`config.mk`:
```
export PLATFORM = sky130hd
export DESIGN_NAME = trigger_capture_ctrl
export DESIGN_NICKNAME = d
export VERILOG_FILES = /design/src/rtl/trigger_capture_ctrl.sv
export SDC_FILE = /design/constraint.sdc
export NUM_CORES = 1
export LEC_CHECK = 0
export CAP_MARGIN = 20
export CORE_UTILIZATION = 45
export CTS_CLUSTER_DIAMETER = 60
export DETAILED_ROUTE_END_ITERATION = 7
export PLACE_DENSITY_LB_ADDON = 0.15
export SYNTH_ARGS = -nofsm -noshare
export SYNTH_HDL_FRONTEND = slang
export SYNTH_SLANG_ARGS = --single-unit
```
`constraint.sdc`:
```
create_clock -name clk_i -period 4.15 [get_ports clk_i]
set_input_delay 1.0375 -clock clk_i [delete_from_list [all_inputs] [get_ports clk_i]]
set_output_delay 1.0375 -clock clk_i [all_outputs]
set_load 0.005 [all_outputs]
```
`src/rtl/trigger_capture_ctrl.sv`:
```
// Threshold trigger and fixed-length capture controller feeding the sample FIFO.
// Optional hysteresis detector enabled by defining TRIG_HYST_EN.
module trigger_capture_ctrl #(
  parameter int DATA_SIZE    = 12,
  parameter int ADDR_SIZE    = 8,
  parameter int CAPTURE_LEN  = 256,
  parameter int AUTO_TIMEOUT = 1024,
  parameter int HYST         = 8
) (
  input  logic                 clk_i,
  input  logic                 rst_i,
  input  logic [DATA_SIZE-1:0] sample_data_i,
  input  logic                 sample_valid_i,
  input  logic [DATA_SIZE-1:0] threshold_i,
  input  logic [1:0]           edge_sel_i,
  input  logic [1:0]           mode_i,
  input  logic                 acquiring_i,
  input  logic                 fifo_empty_i,
  input  logic                 fifo_full_i,
  output logic                 w_en_o,
  output logic [DATA_SIZE-1:0] data_o,
  output logic                 trigger_o,
  output logic [1:0]           state_o,
  output logic                 done_o
);

  localparam int CNT_W = ADDR_SIZE + 1;
  localparam int TO_W  = $clog2(AUTO_TIMEOUT) + 1;
  localparam logic [CNT_W-1:0] LEN_V   = CNT_W'(CAPTURE_LEN);
  localparam logic [CNT_W-1:0] LAST_V  = CNT_W'(CAPTURE_LEN - 1);
  localparam logic [TO_W-1:0]  TO_LAST = TO_W'(AUTO_TIMEOUT - 1);
  localparam logic [TO_W-1:0]  TO_MAX  = {TO_W{1'b1}};

  typedef enum logic [1:0] {IDLE = 2'd0, ARMED = 2'd1, CAPTURE = 2'd2, DONE = 2'd3} state_t;

  state_t               state_q, state_d;
  logic                 empty_meta_q, empty_meta_d, empty_sync_q, empty_sync_d;
  logic                 full_meta_q, full_meta_d, full_sync_q, full_sync_d;
  logic                 prev_above_q, prev_above_d;
  logic                 w_en_q, w_en_d;
  logic [DATA_SIZE-1:0] data_q, data_d;
  logic                 trigger_q, trigger_d;
  logic                 done_q, done_d;
  logic [CNT_W-1:0]     wr_cnt_q, wr_cnt_d;
  logic [TO_W-1:0]      to_cnt_q, to_cnt_d;
  logic                 above, rise, fall, evt;

`ifdef TRIG_HYST_EN
  localparam logic [DATA_SIZE-1:0] HYST_V = DATA_SIZE'(HYST);
  logic                 arm_rise_q, arm_rise_d, arm_fall_q, arm_fall_d;
  logic [DATA_SIZE-1:0] lo_thr, hi_thr;
  logic [DATA_SIZE:0]   hi_sum;
`endif

  always_comb begin
    above        = sample_data_i >= threshold_i;
    prev_above_d = sample_valid_i ? above : prev_above_q;
`ifdef TRIG_HYST_EN
    lo_thr = (threshold_i >= HYST_V) ? threshold_i - HYST_V : '0;
    hi_sum = {1'b0, threshold_i} + {1'b0, HYST_V};
    hi_thr = hi_sum[DATA_SIZE] ? {DATA_SIZE{1'b1}} : hi_sum[DATA_SIZE-1:0];
    // An armed flag guarantees the previous sample was on the far side of the threshold.
    rise = arm_rise_q & above & ~prev_above_q;
    fall = arm_fall_q & ~above & prev_above_q;
    arm_rise_d = arm_rise_q;
    arm_fall_d = arm_fall_q;
    if (sample_valid_i) begin
      if (rise) arm_rise_d = 1'b0;
      else if (sample_data_i < lo_thr) arm_rise_d = 1'b1;
      if (fall) arm_fall_d = 1'b0;
      else if (sample_data_i > hi_thr) arm_fall_d = 1'b1;
    end
`else
    rise = above & ~prev_above_q;
    fall = ~above & prev_above_q;
`endif
    case (edge_sel_i)
      2'd1:    evt = sample_valid_i & fall;
      2'd2:    evt = sample_valid_i & (rise | fall);
      default: evt = sample_valid_i & rise;
    endcase
  end

  always_comb begin
    empty_meta_d = fifo_empty_i;
    empty_sync_d = empty_meta_q;
    full_meta_d  = fifo_full_i;
    full_sync_d  = full_meta_q;
    state_d      = state_q;
    w_en_d       = 1'b0;
    data_d       = data_q;
    trigger_d    = evt;
    wr_cnt_d     = wr_cnt_q;
    to_cnt_d     = (to_cnt_q == TO_MAX) ? to_cnt_q : to_cnt_q + 1'b1;
    case (state_q)
      IDLE: begin
        if (acquiring_i && empty_sync_q) begin
          state_d  = ARMED;
          to_cnt_d = '0;
        end
      end
      ARMED: begin
        if (evt) begin
          // The triggering sample is itself the first word of the record.
          state_d  = (CAPTURE_LEN == 1) ? DONE : CAPTURE;
          w_en_d   = 1'b1;
          data_d   = sample_data_i;
          wr_cnt_d = CNT_W'(1);
        end else if (mode_i == 2'd1 && to_cnt_q == TO_LAST) begin
          state_d  = CAPTURE;
          wr_cnt_d = '0;
        end
      end
      CAPTURE: begin
        if (full_sync_q) begin
          state_d = DONE;
        end else if (sample_valid_i && wr_cnt_q < LEN_V) begin
          w_en_d   = 1'b1;
          data_d   = sample_data_i;
          wr_cnt_d = wr_cnt_q + 1'b1;
          if (wr_cnt_q == LAST_V) state_d = DONE;
        end
      end
      default: begin
        if (mode_i != 2'd2) state_d = IDLE;
      end
    endcase
    if (!acquiring_i) begin
      state_d = IDLE;
      w_en_d  = 1'b0;
    end
    done_d = (state_d == DONE);
  end

  always_ff @(posedge clk_i) begin
    if (!rst_i) begin
      state_q      <= IDLE;
      empty_meta_q <= 1'b0;
      empty_sync_q <= 1'b0;
      full_meta_q  <= 1'b0;
      full_sync_q  <= 1'b0;
      prev_above_q <= 1'b0;
      w_en_q       <= 1'b0;
      data_q       <= '0;
      trigger_q    <= 1'b0;
      done_q       <= 1'b0;
      wr_cnt_q     <= '0;
      to_cnt_q     <= '0;
`ifdef TRIG_HYST_EN
      arm_rise_q   <= 1'b0;
      arm_fall_q   <= 1'b0;
`endif
    end else begin
      state_q      <= state_d;
      empty_meta_q <= empty_meta_d;
      empty_sync_q <= empty_sync_d;
      full_meta_q  <= full_meta_d;
      full_sync_q  <= full_sync_d;
      prev_above_q <= prev_above_d;
      w_en_q       <= w_en_d;
      data_q       <= data_d;
      trigger_q    <= trigger_d;
      done_q       <= done_d;
      wr_cnt_q     <= wr_cnt_d;
      to_cnt_q     <= to_cnt_d;
`ifdef TRIG_HYST_EN
      arm_rise_q   <= arm_rise_d;
      arm_fall_q   <= arm_fall_d;
`endif
    end
  end

  assign w_en_o    = w_en_q;
  assign data_o    = data_q;
  assign trigger_o = trigger_q;
  assign state_o   = state_q;
  assign done_o    = done_q;

endmodule

```
==> flow_summary_export.csv, run 1 <==
group,metric,value,unit
worst_setup_path,reg2reg_to,"wr_cnt_q[0]",
power_and_ir_drop,power_density,263,mW/mm^2
worst_setup_path,critPathLaunchType,"input pin",
timing,worst_pin_slew,0.646,ns
job,cap_violations,0,
routing,drt-initial-drc-count,70,
floorplan,fp.dieW,74.9,um
worst_setup_path,worstRegToRegCells,6,
cts,h-tree-depth,2,
worst_setup_path,path_buf_inv,3,
finish,syn2layout_area_growth,33.8,%
synthesis,ys_ff_latch,42,
timing,setup_viol,0,
global_routing,grt_max_degree,19,
cts,cts_setup_buffers,0,
timing,fin_worst_skew,0.00749,ns
routing,first_pass_iters,5,
cts,clkTransAtPathRegs,0.08,ns
synthesis,synth-seq-area-share,35.1,%
worst_setup_path,cpPeakStageDelay,0.48,ns
global_routing,grt_first_pass_wirelength,7.85,mm
timing,fin_crit_sh,96.9,%
finish,drive_gt1_share,12.7,%
worst_setup_path,cp_max_fo,4,
floorplan,rows,26,
finish,final_common_cell,"clkdlybuf4s50_1",
synthesis,synth_area_per_cell,9.03,um^2
worst_setup_path,cp-endpoint,"done_o",
finish,multi_input_area,0.00147,mm^2
cts,clock_sinks,42,
timing,relSlewSlack,56.9,%
cts,cts_buffer_depth,2,
global_routing,grt_usage,18.2,%
synthesis,netlist_instances,265,
finish,regArea,841,um^2
routing,via_count,2037,
timing,hold_viol,0,
timing,whs,0.439,ns
synthesis,yosys_warnings,0,
routing,wl_per_cell,12.8,um
finish,final_cell_mix,"clkdlybuf4s50_1, dfxtp_1, ha_1",
worst_setup_path,end_kind,"register",
finish,fin_nets,381,
worst_setup_path,cp.depth,16,
routing,drc_errors,0,
synthesis,synth_nets,323,
timing,period_needed,4.02,ns
place,pre_cts_ws,-0.325,ns
power_and_ir_drop,leakagePower,1.27,nW
timing,slew_viol_final,0,
timing,timing.fmax,249,MHz
hold_path,min_path_type,"reg2reg",
worst_setup_path,crit_family,"compound AO/OA/AOI/OAI gates",
floorplan,start_util,46.9,%
cts,cts_hold_buffers,0,
worst_setup_path,crit_chain,"clkdlybuf4s50_1 -> inv_2 -> ha_4 -> a21o_1 -> a21o_1 -> a21oi_2 -> o31ai_2 -> a221oi_2 -> inv_1 -> ha_1 -> nor2b_2 -> o311a_4 -> or2_4 -> mux2i_1 -> a21oi_1 -> a2111oi_2",
place,io_buffer_count,50,
worst_setup_path,rrSetupSlack,1.68,ns
place,routabilityCongestion,0.861,
global_routing,grt_pass1_vias,1777,
worst_setup_path,critPathKind,"in2reg",
global_routing,overflow,0,
worst_setup_path,crit_arrival,4.21,ns
floorplan,die_h,74.9,um
synthesis,synthFlopType,"dfxtp_1",
timing,fin_ws,0.130,ns
floorplan,io_pins,51,
cts,clkLatencyLatePin,0.29,ns
routing,ant_nets,0,
finish,fin_area,0.00320,mm^2
worst_setup_path,crit_start,"threshold_i[5]",
worst_setup_path,crit_top_cell,"a21o_1",
floorplan,die-area,0.00561,mm^2
floorplan,core_area,0.00511,mm^2
synthesis,synth_cell_types,48,
routing,via_per_inst,5.17,
power_and_ir_drop,peakVddDrop,150,uV
finish,diodes,0,
place,hpwl,3.64,mm
cts,cts_tree,"yes",
synthesis,async_reset_ff_share,0,%
worst_setup_path,required,4.34,ns
synthesis,synth_edf_count,0,
hold_path,worstHoldPathCells,1,
finish,nFillCells,462,
global_routing,antenna_found_initial,0,
place,placed_area,0.00302,mm^2
outcome,outcome,"finished clean",
routing,drt-total-wl,5.03,mm
worst_setup_path,cp_slowest_cell,"clkdlybuf4s50_1",
worst_setup_path,r2r-start,"state_o[1]",
cts,cts_root_buffer,"clkbuf_8",
cts,cts_buffers,5,
synthesis,synth_area,0.00239,mm^2
[where the power goes]
group          switching (mW)  internal (mW)
combinational          0.0526         0.0737
clock                   0.133          0.168
sequential            0.00500          0.410
total                   0.191          0.652
[cells in the mapped netlist, types with 2 or more instances]
master	instances	area, um^2
xnor2_1	4	35.0
o32ai_1	2	17.5
dfxtp_1	42	841
nand4_1	7	43.8
a211oi_1	2	15.0
nand3_1	10	50.1
a221oi_1	2	17.5
clkbuf_1	5	18.8
a21oi_2	2	17.5
ha_1	24	300
a21o_1	6	45.0
buf_2	4	20.0
nand3b_1	2	15.0
nor2b_1	15	93.8
o31ai_1	2	15.0
nor2_1	21	78.8
o221a_1	2	22.5
o211ai_1	2	15.0
a21oi_1	13	65.1
and3_1	5	31.3
nand2_1	19	71.3
mux2i_1	13	130
nand2b_1	3	18.8
xor2_1	6	52.6
and2_1	5	31.3
o21ai_0	4	20.0
inv_1	21	78.8
nor3_2	2	20.0
[metal layers]
layer | vias to the layer above | global-route usage [%] | wire length [um]
li1 | 1039 | - | -
met1 | 945 | 24.6 | 2510
met3 | 5 | 3.08 | 278
met5 | - | 0 | 0
met4 | 0 | 5.66 | 44
met2 | 48 | 29.5 | 2200
[registers in the layout, summed over array words and instances (netlist names), 2 cells and up]
signal	count
data_o	12
state_o	2
to_cnt_q	11
wr_cnt_q	9
[layout make-up]
class | count | area share [%]
timing repair buffer | 62 | 19.1
clock buffer | 8 | 3.44
sequential | 42 | 26.3
multi-input combinational | 191 | 46.0
tap | 70 | 2.73
inverter | 21 | 2.46
[cells by family after synthesis]
family	Yosys count	share of synthesized area (%)
compound gates	45	14.4
xor+xnor	10	3.66
mux	13	5.44
fa+ha+maj	24	12.5
buf+inv	32	5.70
simple gates	99	23.1
flops	42	35.1
[worst register-to-register path, delay by kind of cell (launching register included)]
kind	cells	cell delay, ns
AOI/OAI and AO/OA	2	0.27
DFF	1	0.48
adders and majority gates	1	0.63
and+or+nand+nor	2	0.84
buffers and inverters	1	0.18
[per-stage QoR]
stage | utilization, % | total power, mW | cells | TNS (ns)
finish | 62.7 | 0.843 | 394 | 0
detailed placement | 59.1 | 0.541 | 385 | -5.29
global placement | 59.1 | 0.540 | 385 | -2.73
global route | 62.7 | 0.884 | 394 | -0.0559
floorplan | - | 0.482 | 265 | 0
CTS | 61.4 | 0.848 | 393 | 0
[what timing repair did]
action / in CTS / in global routing
pin swaps: 0 / 11
resized for setup: 1 / 13
gates cloned: 0 / 1
endpoints found under the setup margin: 4 / 22
[worst min-delay path by stage]
stage	startpoint	end	slack [ns]
CTS	full_meta_q	full_sync_q	0.44
global route	full_meta_q	full_sync_q	0.47
global placement	full_meta_q	full_sync_q	0.42
detailed placement	full_meta_q	full_sync_q	0.42
finish	full_meta_q	full_sync_q	0.44
floorplan	empty_meta_q	empty_sync_q	0.41
(Power assumes the default switching activity.)
==> inputs of run 2 (changes only) <==
--- a/config.mk
+++ b/config.mk
@@ -5,6 +5,7 @@
 export SDC_FILE = /design/constraint.sdc
 export NUM_CORES = 1
 export LEC_CHECK = 0
+export ABC_CLOCK_PERIOD_IN_PS = 4150
 export CAP_MARGIN = 20
 export CORE_UTILIZATION = 45
 export CTS_CLUSTER_DIAMETER = 60
==> results of run 2 <==
Final layout, timing and power as in run 1 (identical DEF).
